===== config.mk =====
export PLATFORM = sky130hd
export DESIGN_NAME = one_byte_uart_rx
export DESIGN_NICKNAME = d
export VERILOG_FILES = /design/src/rtl/one_byte_uart_rx.sv
export SDC_FILE = /design/constraint.sdc
export NUM_CORES = 1
export LEC_CHECK = 0
export BUFFER_PORTS_ARGS = -buffer_cell sky130_fd_sc_hd__buf_2
export CAP_MARGIN = 5
export CORE_MARGIN = 2
export CORE_UTILIZATION = 41
export CTS_CLUSTER_SIZE = 24
export DETAILED_ROUTE_END_ITERATION = 16
export SYNTH_ARGS = -nofsm -noshare
export SYNTH_HDL_FRONTEND = slang
export SYNTH_SLANG_ARGS = --single-unit
export TNS_END_PERCENT = 30

===== constraint.sdc =====
create_clock -name clk -period 2.2 [get_ports clk]
set_input_delay 0.22 -clock clk [delete_from_list [all_inputs] [get_ports clk]]
set_output_delay 0.22 -clock clk [all_outputs]
set_load 0.03 [all_outputs]

===== src/rtl/one_byte_uart_rx.sv =====
// one_byte_uart_rx: 8N1 UART receiver (clk, rst, rx_in -> rx_data, rx_done, rx_err, rx_busy)
module one_byte_uart_rx #(
  parameter int CLK_FREQ  = 50000000,
  parameter int BAUD_RATE = 115200,
  parameter int BAUD_CNT  = CLK_FREQ / BAUD_RATE
) (
  input  logic       clk,
  input  logic       rst,
  input  logic       rx_in,
  output logic [7:0] rx_data,
  output logic       rx_done,
  output logic       rx_err,
  output logic       rx_busy
);
  localparam int CW = $clog2(BAUD_CNT);
  typedef enum logic [1:0] {IDLE, START, DATA, STOP} state_t;
  state_t        state_q;
  logic          rx_meta_q, rx_s_q, rx_s_dly_q;
  logic [CW-1:0] baud_q;
  logic [2:0]    bit_q;
  logic [7:0]    shift_q, data_q;
  logic          done_q, err_q;
  logic          sample, boundary, fall;
  assign sample   = baud_q == CW'(BAUD_CNT / 2);
  assign boundary = baud_q == CW'(BAUD_CNT - 1);
  assign fall     = rx_s_dly_q & ~rx_s_q;
  assign rx_data  = data_q;
  assign rx_done  = done_q;
  assign rx_err   = err_q;
  assign rx_busy  = state_q != IDLE;
  always_ff @(posedge clk or posedge rst)
    if (rst) begin
      state_q    <= IDLE;
      rx_meta_q  <= 1'b1;
      rx_s_q     <= 1'b1;
      rx_s_dly_q <= 1'b1;
      baud_q     <= '0;
      bit_q      <= '0;
      shift_q    <= '0;
      data_q     <= '0;
      done_q     <= 1'b0;
      err_q      <= 1'b0;
    end else begin
      rx_meta_q  <= rx_in;
      rx_s_q     <= rx_meta_q;
      rx_s_dly_q <= rx_s_q;
      done_q     <= 1'b0;
      err_q      <= 1'b0;
      baud_q     <= (state_q == IDLE || boundary) ? '0 : baud_q + 1'b1;
      case (state_q)
        IDLE:  if (fall) state_q <= START;
        START: if (sample && rx_s_q) begin
                 state_q <= IDLE;
                 baud_q  <= '0;
               end else if (boundary) begin
                 state_q <= DATA;
                 bit_q   <= '0;
               end
        DATA: begin
          if (sample) shift_q[bit_q] <= rx_s_q;
          if (boundary) begin
            bit_q <= bit_q + 3'd1;
            if (bit_q == 3'd7) state_q <= STOP;
          end
        end
        // leave at mid-stop so a start edge half a bit later is still caught
        STOP: if (sample) begin
          state_q <= IDLE;
          baud_q  <= '0;
          if (rx_s_q) begin
            data_q <= shift_q;
            done_q <= 1'b1;
          end else err_q <= 1'b1;
        end
        default: begin
          state_q <= IDLE;
          baud_q  <= '0;
        end
      endcase
    end
endmodule


==> flow_metrics.env, run 1 <==
export IMPL_async_flop_share_pct=100.0
export IMPL_synth_adder_area_share_pct=3.101
export IMPL_critPathCaptureType="register"
export IMPL_avgSynthCellArea_um2=11.96
export IMPL_power_density_mw_per_mm2=776.2
export IMPL_regToRegSetupSlack_ns=0.32
export IMPL_ys_ff_latch=35
export IMPL_wl_met3_um=119
export IMPL_htreeDepth=2
export IMPL_p_leak_uw=0.0008975
export IMPL_worst_pin_slew_ns=0.4247
export IMPL_final_common_cell="dfrtp_1"
export IMPL_start_kind="register"
export IMPL_std_cell_rows=22
export IMPL_r2r_cells=6
export IMPL_syn_instance_count=135
export IMPL_vdd_drop_max_mv=0.4381
export IMPL_hp_class="input pin to asynchronous set/reset pin"
export IMPL_synth_xor_area_share_pct=3.798
export IMPL_fin_crit_sh_pct=85.36
export IMPL_final_nets=158
export IMPL_cts_sinks=35
export IMPL_final_setup_skew_ns=0.006688
export IMPL_fin_ws_ns=0.3220
export IMPL_antenna_found_initial=0
export IMPL_dieArea_mm2=0.004455
export IMPL_drive_gt1_share_pct=31.58
export IMPL_place_area_mm2=0.001727
export IMPL_core_area_mm2=0.003716
export IMPL_area_growth_synth_to_final_pct=12.02
export IMPL_period_minus_slack_ns=1.878
export IMPL_cts_setup_buffers=0
export IMPL_cts_tree="yes"
export IMPL_port_buffer_count=13
export IMPL_cts_buffers=5
export IMPL_top_layer="met4"
export IMPL_overflow=0
export IMPL_synth_compound_area_share_pct=5.659
export IMPL_worstPathMaxFanout=11
export IMPL_chipWidth_um=66.75
export IMPL_final_hold_violation_count=0
export IMPL_seq_area_frac_synth_pct=54.50
export IMPL_setup_viol=0
export IMPL_grt_use_total_pct=14.79
export IMPL_final_area_mm2=0.001808
export IMPL_antenna_cells=0
export IMPL_rsz0062_at_grt="no"
export IMPL_boundaryPins=14
export IMPL_critPathRequiredTime_ns=2.37
export IMPL_layout_common_cells="dfrtp_1, mux2_2, nor2_1"
export IMPL_clkTransAtPathRegs_ns=0.06
export IMPL_synth_mux_area_share_pct=12.02
export IMPL_synth_top_family_by_area="simple AND/OR/NAND/NOR gates"
export IMPL_drc=0
export IMPL_wl_met1_mm=1.400
export IMPL_clockBufferDepth=2
export IMPL_vias_per_cell=5.130
export IMPL_synth_nets=142
export IMPL_r2r_start="baud_q[1]"
export IMPL_synth_flop_cell="dfrtp_1"
export IMPL_detail_route_antenna_nets=0
export IMPL_startpoint="baud_q[1]"
export IMPL_gp_congestion=0.7660
export IMPL_final_util_pct=48.65
export IMPL_wl_per_cell_um=13.58
export IMPL_dp_hpwl_mm=1.867
export IMPL_clock_latency_ns=0.28
export IMPL_maxCapViolCount=0
export IMPL_place_ws_ns=0.3254
export IMPL_relSlewSlack_pct=71.69
export IMPL_crit_type="register to register"
export IMPL_r2r_end="shift_q[7]"
export IMPL_netlist_area_mm2=0.001614
export IMPL_cts_root_buf="clkbuf_8"
export IMPL_setup_tns_ns=0
export IMPL_cts_hold_buf=0
export IMPL_die_y_um=66.75
export IMPL_cts_resized=0
export IMPL_synth_edf_count=0
export IMPL_vias=1026
export IMPL_synth_warnings=0
export IMPL_fillCellCount=350
export IMPL_grt_pass1_vias=1017
export IMPL_drv_slew=0
export IMPL_status="finished clean"
export IMPL_synth_cell_types=41
export IMPL_totalWireLength_mm=2.716
export IMPL_finalNonFillerCells=200
export IMPL_fmax_mhz=532.5
export IMPL_synth_simple_gate_area_share_pct=17.36
export IMPL_grt_start_max_net_pins=36
export IMPL_arrival_ns=2.05
export IMPL_wl_met2_mm=1.167
export IMPL_drtIter0Drc=67
export IMPL_drtPass1Iterations=4
export IMPL_grt_pass1_wl_mm=4.747
export IMPL_dp_cells=192
export IMPL_start_util_pct=43.43
export IMPL_critPathCapture="shift_q[7]"
==> through the flow <==
stage	power [uW]	hold WS [ns]
finish	1403	0.02089
global route	1494	0.02272
CTS	1427	0.02831
detailed placement	982.6	0.3270
global placement	970.1	0.3272
floorplan	932.6	0.2245
==> power breakdown <==
part	switching [uW]	leakage, uW	internal (uW)
logic	81.9	0.000395	82.4
registers	90.5	0.000460	712
clock network	214	0.0000422	222
total	387	0.000897	1020
==> metal layers <==
layer,up-vias,GRT usage (%)
li1,509,-
met1,502,20.26
met2,13,21.25
met4,0,5.357
met3,2,5.574
met5,-,0
==> critical path, cell delays in order, from the launching register on <==
cell     delay [ns]
dfrtp_1        0.41
inv_1          0.07
ha_1           0.12
and3b_1        0.21
nand3_2        0.22
or3_1          0.45
mux2_2         0.28
==> cells in the mapped netlist, drive strengths merged, types with 2 or more instances <==
| library cell | n | area, um^2 |
|---|---|---|
| nor2 | 14 | 52.55 |
| nor2b | 3 | 18.77 |
| o2bb2ai | 3 | 26.28 |
| mux2 | 16 | 183.9 |
| nor4 | 2 | 12.51 |
| nand4b | 2 | 17.52 |
| inv | 6 | 22.52 |
| nand3 | 4 | 25.02 |
| nor3 | 4 | 20.02 |
| nand2 | 4 | 15.01 |
| buf | 2 | 16.26 |
| dfrtp | 32 | 800.8 |
| clkbuf | 5 | 18.77 |
| ha | 4 | 50.05 |
| xnor2 | 6 | 52.55 |
| nand4 | 3 | 25.02 |
| a31oi | 2 | 12.51 |
| dfstp | 3 | 78.83 |
| nor3b | 2 | 15.01 |
| or3 | 2 | 17.52 |
==> worst min path at each step <==
stage | endpoint | depth (start not counted)
2_1_floorplan | rx_meta_q | 0
3_3_place_gp | rx_done | 3
3_5_place_dp | rx_meta_q | 1
4_1_cts | rx_data[4] | 3
5_1_grt | rx_meta_q | 1
6_report | rx_done | 3
==> state kept, by name (all words and copies together), names as in the netlist, named ones only <==
signal / cells
shift_q: 8
rx_err: 1
baud_q: 9
state_q: 1
bit_q: 3
rx_meta_q: 1
rx_s_dly_q: 1
rx_s_q: 1
rx_done: 1
rx_data: 8
==> cell families (layout without fill, tap and decap cells) <==
kind of cell / Yosys count / in the layout
AND/OR/NAND/NOR: 47 / 47
flip-flops: 35 / 35
AO/OA/AOI/OAI: 12 / 12
buffers and inverters: 13 / 30
XOR/XNOR: 7 / 7
adder cells (fa/ha/maj): 4 / 4
multiplexers: 17 / 17
==> final cells by class <==
type,count,area [um^2],share of cell area (%)
Clock buffer,7,76.32,4.221
Timing Repair Buffer,16,87.58,4.844
Multi-Input combinational cell,87,676.9,37.44
Tap cell,48,60.06,3.322
Sequential cell,35,879.6,48.65
Inverter,6,22.52,1.246
Clock inverter,1,5.005,0.2768
Note: power is estimated with default switching activity, not from simulation.
==> run 2, diff against run 1 <==
CELL_PAD_IN_SITES_DETAIL_PLACEMENT = 0   (was unset)
CELL_PAD_IN_SITES_GLOBAL_PLACEMENT = 1   (was unset)
PLACE_DENSITY_LB_ADDON = 0.1   (was unset)
==> flow_metrics.env, run 2 (synthesis results as in run 1) <==
export IMPL_setup_tns_ns=0
export IMPL_wl_per_cell_um=13.70
export IMPL_power_density_mw_per_mm2=802.8
export IMPL_worst_pin_slew_ns=0.4405
export IMPL_final_util_pct=49.16
export IMPL_fmax_mhz=529.8
export IMPL_area_growth_synth_to_final_pct=13.18
export IMPL_cts_tree="yes"
export IMPL_htreeDepth=2
export IMPL_place_ws_ns=0.3191
export IMPL_maxCapViolCount=0
export IMPL_cts_sinks=35
export IMPL_r2r_start="baud_q[1]"
export IMPL_rsz0062_at_grt="no"
export IMPL_drtIter0Drc=70
export IMPL_critPathCaptureType="register"
export IMPL_clkTransAtPathRegs_ns=0.07
export IMPL_start_util_pct=43.43
export IMPL_std_cell_rows=22
export IMPL_vias=1048
export IMPL_cts_setup_buffers=0
export IMPL_grt_pass1_wl_mm=4.650
export IMPL_worstPathMaxFanout=11
export IMPL_r2r_end="shift_q[3]"
export IMPL_port_buffer_count=13
export IMPL_overflow=0
export IMPL_critPathRequiredTime_ns=2.37
export IMPL_clock_latency_ns=0.28
export IMPL_crit_type="register to register"
export IMPL_grt_start_max_net_pins=36
export IMPL_vias_per_cell=5.240
export IMPL_cts_root_buf="clkbuf_8"
export IMPL_r2r_cells=6
export IMPL_drive_gt1_share_pct=32.24
export IMPL_cts_buffers=5
export IMPL_finalPower_uw=1467
export IMPL_dp_hpwl_mm=1.873
export IMPL_chipWidth_um=66.75
export IMPL_antenna_cells=0
export IMPL_core_area_mm2=0.003716
export IMPL_hp_class="input pin to asynchronous set/reset pin"
export IMPL_start_kind="register"
export IMPL_layout_common_cells="dfrtp_1, mux2_2, nor2_1"
export IMPL_use_met1_pct=16.19
export IMPL_vdd_drop_max_mv=0.4568
export IMPL_drc=0
export IMPL_gp_congestion=0.7313
export IMPL_status="finished clean"
export IMPL_antenna_found_initial=0
export IMPL_relSlewSlack_pct=70.57
export IMPL_setup_viol=0
export IMPL_dieArea_mm2=0.004455
export IMPL_regMostFlops="baud_q"
export IMPL_totalWireLength_mm=2.739
export IMPL_grt_use_total_pct=14.62
export IMPL_boundaryPins=14
export IMPL_fin_ws_ns=0.3125
export IMPL_grt_pass1_vias=1026
export IMPL_final_nets=158
export IMPL_largest_reg_flops=9
export IMPL_holdWs_ns=0.01385
export IMPL_detail_route_antenna_nets=0
export IMPL_die_y_um=66.75
export IMPL_cts_hold_buf=0
export IMPL_drv_slew=0
export IMPL_final_common_cell="dfrtp_1"
export IMPL_grt_busiest_layer="met2"
export IMPL_fin_crit_sh_pct=85.80
export IMPL_arrival_ns=2.06
export IMPL_drtPass1Iterations=4
export IMPL_final_setup_skew_ns=0.003343
export IMPL_cts_resized=0
export IMPL_grtUsageMet3_pct=5.574
export IMPL_p_leak_uw=0.0009068
export IMPL_clockBufferDepth=2
export IMPL_regToRegSetupSlack_ns=0.31
export IMPL_final_hold_violation_count=0
export IMPL_period_minus_slack_ns=1.888
export IMPL_grt_use_met2_pct=24.63
## run 2: cell types whose count changed in the layout (fill, tap and decap cells not counted), sizes merged
cell	previous run	this run
clkbuf	7	8
clkinv	1	0
## run 2: cell type report
class / instances / area, um^2
fillers: 356 / 1889
flip-flops and latches: 35 / 879.6
multi-input cells: 87 / 676.9
clock buffers: 8 / 100.1
repair buffers: 16 / 87.58
well taps: 48 / 60.06
inverters: 6 / 22.52
## run 2: metrics by stage
| step | cells | area [um^2] |
|---|---|---|
| final | 200 | 1827 |
| after detailed placement | 192 | 1727 |
| after global placement | 192 | 1727 |
| after CTS | 200 | 1827 |
| after floorplan | 135 | 1614 |
| after global routing | 200 | 1827 |
## run 2: worst max-delay path by stage
stage,start,to,slack [ns],cells past startpoint
finish,baud_q[1],shift_q[3],0.31,6
global route,baud_q[1],shift_q[0],0.16,6
CTS,baud_q[1],shift_q[3],0.31,6
detailed placement,baud_q[1],shift_q[3],0.32,6
global placement,baud_q[1],shift_q[3],0.36,6
floorplan,baud_q[1],shift_q[3],0.45,7
## run 2: per-layer routing
metal | wire length, um | share of wire (%) | vias up
li1 | - | - | 508
met1 | 1210 | 44 | 518
met2 | 1354 | 49 | 16
met3 | 111 | 4.1 | 6
met4 | 62 | 2.3 | 0
met5 | 0 | 0 | -
## run 2: report_power, final
part           switching [uW]  internal [uW]
Combinational            80.3           82.7
Sequential               91.9            712
Clock                     214            285
## run 2: critical path, cell delays in order, from the launching register on
cell and delay (ns):
dfrtp_1 0.41, inv_1 0.07, ha_1 0.13, and3b_1 0.22
nand3_2 0.22, or3_4 0.43, mux2_4 0.30
==> run 3, diff against run 2 <==
ABC_AREA = 1   (was unset)
clock period = 2 ns   (was 2.2 ns; I/O delays follow)
==> flow_metrics.env, run 3 <==
export IMPL_cts_tree="yes"
export IMPL_synth_flop_cell="dfrtp_1"
export IMPL_status="finished clean"
export IMPL_drv_slew=0
export IMPL_port_buffer_count=13
export IMPL_cts_buffers=5
export IMPL_ys_top_cells_by_count="nand2_1, dfrtp_1, inv_1"
export IMPL_place_ws_ns=0.3326
export IMPL_layout_common_cells="nand2_1, dfrtp_1, inv_1"
export IMPL_hp_class="input pin to asynchronous set/reset pin"
export IMPL_chipWidth_um=66.75
export IMPL_synth_area_top_cells="dfrtp_1, nand2_1, nand3_1, dfstp_2, inv_1"
export IMPL_start_util_pct=43.43
export IMPL_grt_pass1_vias=1218
export IMPL_synth_cell_types=24
export IMPL_largest_reg_flops=9
export IMPL_power_frac_seq_pct=48.8
export IMPL_p_switching_uw=451.5
export IMPL_totalWireLength_mm=2.946
export IMPL_swShare_pct=28.57
export IMPL_cts_sinks=35
export IMPL_worst_pin_slew_ns=0.4974
export IMPL_setup_tns_ns=0
export IMPL_r2r_end="rx_data[5]"
export IMPL_clockBufferDepth=2
export IMPL_grt_start_max_net_pins=36
export IMPL_holdWs_ns=0.0002065
export IMPL_worstPathMaxFanout=9
export IMPL_r2r_start="baud_q[1]"
export IMPL_area_growth_synth_to_final_pct=14.34
export IMPL_grt_use_total_pct=16.67
export IMPL_period_minus_slack_ns=1.669
export IMPL_final_nets=215
export IMPL_final_util_pct=49.66
export IMPL_regToRegSetupSlack_ns=0.33
export IMPL_syn_instance_count=187
export IMPL_cts_root_buf="clkbuf_8"
export IMPL_ys_ff_latch=35
export IMPL_seq_area_frac_synth_pct=54.50
export IMPL_synth_top_area_share_pct=49.61
export IMPL_die_y_um=66.75
export IMPL_vias=1212
export IMPL_antenna_cells=0
export IMPL_synth_most_common_cell="nand2_1"
export IMPL_fmax_mhz=599.3
export IMPL_critPathCaptureType="register"
export IMPL_drtPass1Iterations=4
export IMPL_setup_viol=0
export IMPL_async_flop_share_pct=100.0
export IMPL_critPathRequiredTime_ns=2.22
export IMPL_detail_route_antenna_nets=0
export IMPL_clock_latency_ns=0.29
export IMPL_gp_congestion=0.8524
export IMPL_synth_nets=194
export IMPL_rsz0062_at_grt="no"
export IMPL_vdd_drop_max_mv=0.5564
export IMPL_power_density_mw_per_mm2=856.4
export IMPL_core_area_mm2=0.003716
export IMPL_internal_power_uw=1129
export IMPL_final_hold_violation_count=0
export IMPL_dp_hpwl_mm=2.128
export IMPL_vias_per_cell=4.716
export IMPL_drive_gt1_share_pct=16.27
export IMPL_final_setup_skew_ns=0.006657
export IMPL_p_leak_uw=0.0009773
export IMPL_grt_pass1_wl_mm=5.457
export IMPL_synth_top_cell_by_area="dfrtp_1"
export IMPL_r2r_cells=9
export IMPL_final_common_cell="nand2_1"
export IMPL_maxCapViolCount=0
export IMPL_boundaryPins=14
export IMPL_synth_warnings=0
export IMPL_drc=0
export IMPL_overflow=0
export IMPL_clkPwrFrac_pct=35.1
export IMPL_crit_type="register to register"
export IMPL_finalPower_uw=1580
export IMPL_synth_edf_count=0
export IMPL_clkTransAtPathRegs_ns=0.07
export IMPL_start_kind="register"
export IMPL_avgSynthCellArea_um2=8.631
export IMPL_combPwrFrac_pct=16.1
export IMPL_drtIter0Drc=67
export IMPL_fin_crit_sh_pct=83.43
export IMPL_htreeDepth=2
export IMPL_relSlewSlack_pct=66.84
export IMPL_antenna_found_initial=0
export IMPL_dieArea_mm2=0.004455
export IMPL_netlist_area_mm2=0.001614
export IMPL_arrival_ns=1.89
export IMPL_fin_ws_ns=0.3314
export IMPL_std_cell_rows=22
export IMPL_wl_per_cell_um=11.46
export IMPL_regMostFlops="baud_q"
## run 3: cell types whose count changed after synthesis, sizes merged, moves of 5 or more
cell / change
o21ai: +8
nand3: +15
mux2: -16
inv: +15
nand2: +57
clkbuf: -5
xnor2: -5
nor2: +7
## run 3: critical path, cell delays in order, from the launching register on
cell	delay, ns
dfrtp_1	0.40
inv_1	0.06
ha_1	0.16
nand2_1	0.06
nor2_1	0.18
nand3_2	0.10
or2_1	0.41
clkinv_8	0.13
nand2_1	0.05
nand2_1	0.05
## run 3: how the worst max path moves through the flow
stage                          from         end  slack [ns]  depth (start not counted)
after global placement    baud_q[1]  rx_data[5]        0.36                          9
after global routing      baud_q[1]  rx_data[5]        0.13                          9
final                     baud_q[1]  rx_data[5]        0.33                          9
after CTS                 baud_q[1]  rx_data[5]        0.31                          9
after floorplan           baud_q[1]   baud_q[0]        0.57                          9
after detailed placement  baud_q[1]  rx_data[5]        0.33                          9
## run 3: layout make-up
class | instances | area (um^2)
Fill cell | 385 | 1871
Sequential cell | 35 | 879.6
Multi-Input combinational cell | 129 | 628.1
Clock buffer | 8 | 100.1
Inverter | 22 | 95.09
Timing Repair Buffer | 15 | 82.58
Tap cell | 48 | 60.06
## run 3: logic make-up after synthesis
logic type	synth area share [%]
and+or+nand+nor	28.45
DFF	54.50
adders and majority gates	3.101
buffers and inverters	6.590
AOI/OAI and AO/OA	5.194
xor gates and xnor gates	2.171
## run 3: metal layers
metal  routed length, um  up-vias  GRT usage [%]  part of all wire, %
li1                    -      635              -                    -
met1                1515      552          22.23                   51
met2                1229       20          24.38                   42
met3                 144        5          5.574                  4.9
met4                  57        0          7.653                  1.9
met5                   0        -              0                    0
## run 3: timing repair
action	4_1_cts	5_1_grt
gates resized for setup	0	0
endpoints found under the hold margin	0	1
hold buffers	0	1
buffers inserted	0	0
## run 3: power groups by stage
stage	registers, uW	clock network [uW]	logic, uW
2_1_floorplan	779	0	193
3_5_place_dp	784	0	249
5_1_grt	778	612	287
3_3_place_gp	782	0	245
4_1_cts	771	577	255
6_report	772	554	255
## run 3: per-stage QoR
stage               std cells  area (um^2)
CTS                       256         1836
global route              257         1846
detailed placement        248         1735
global placement          248         1735
finish                    257         1846
floorplan                 187         1614
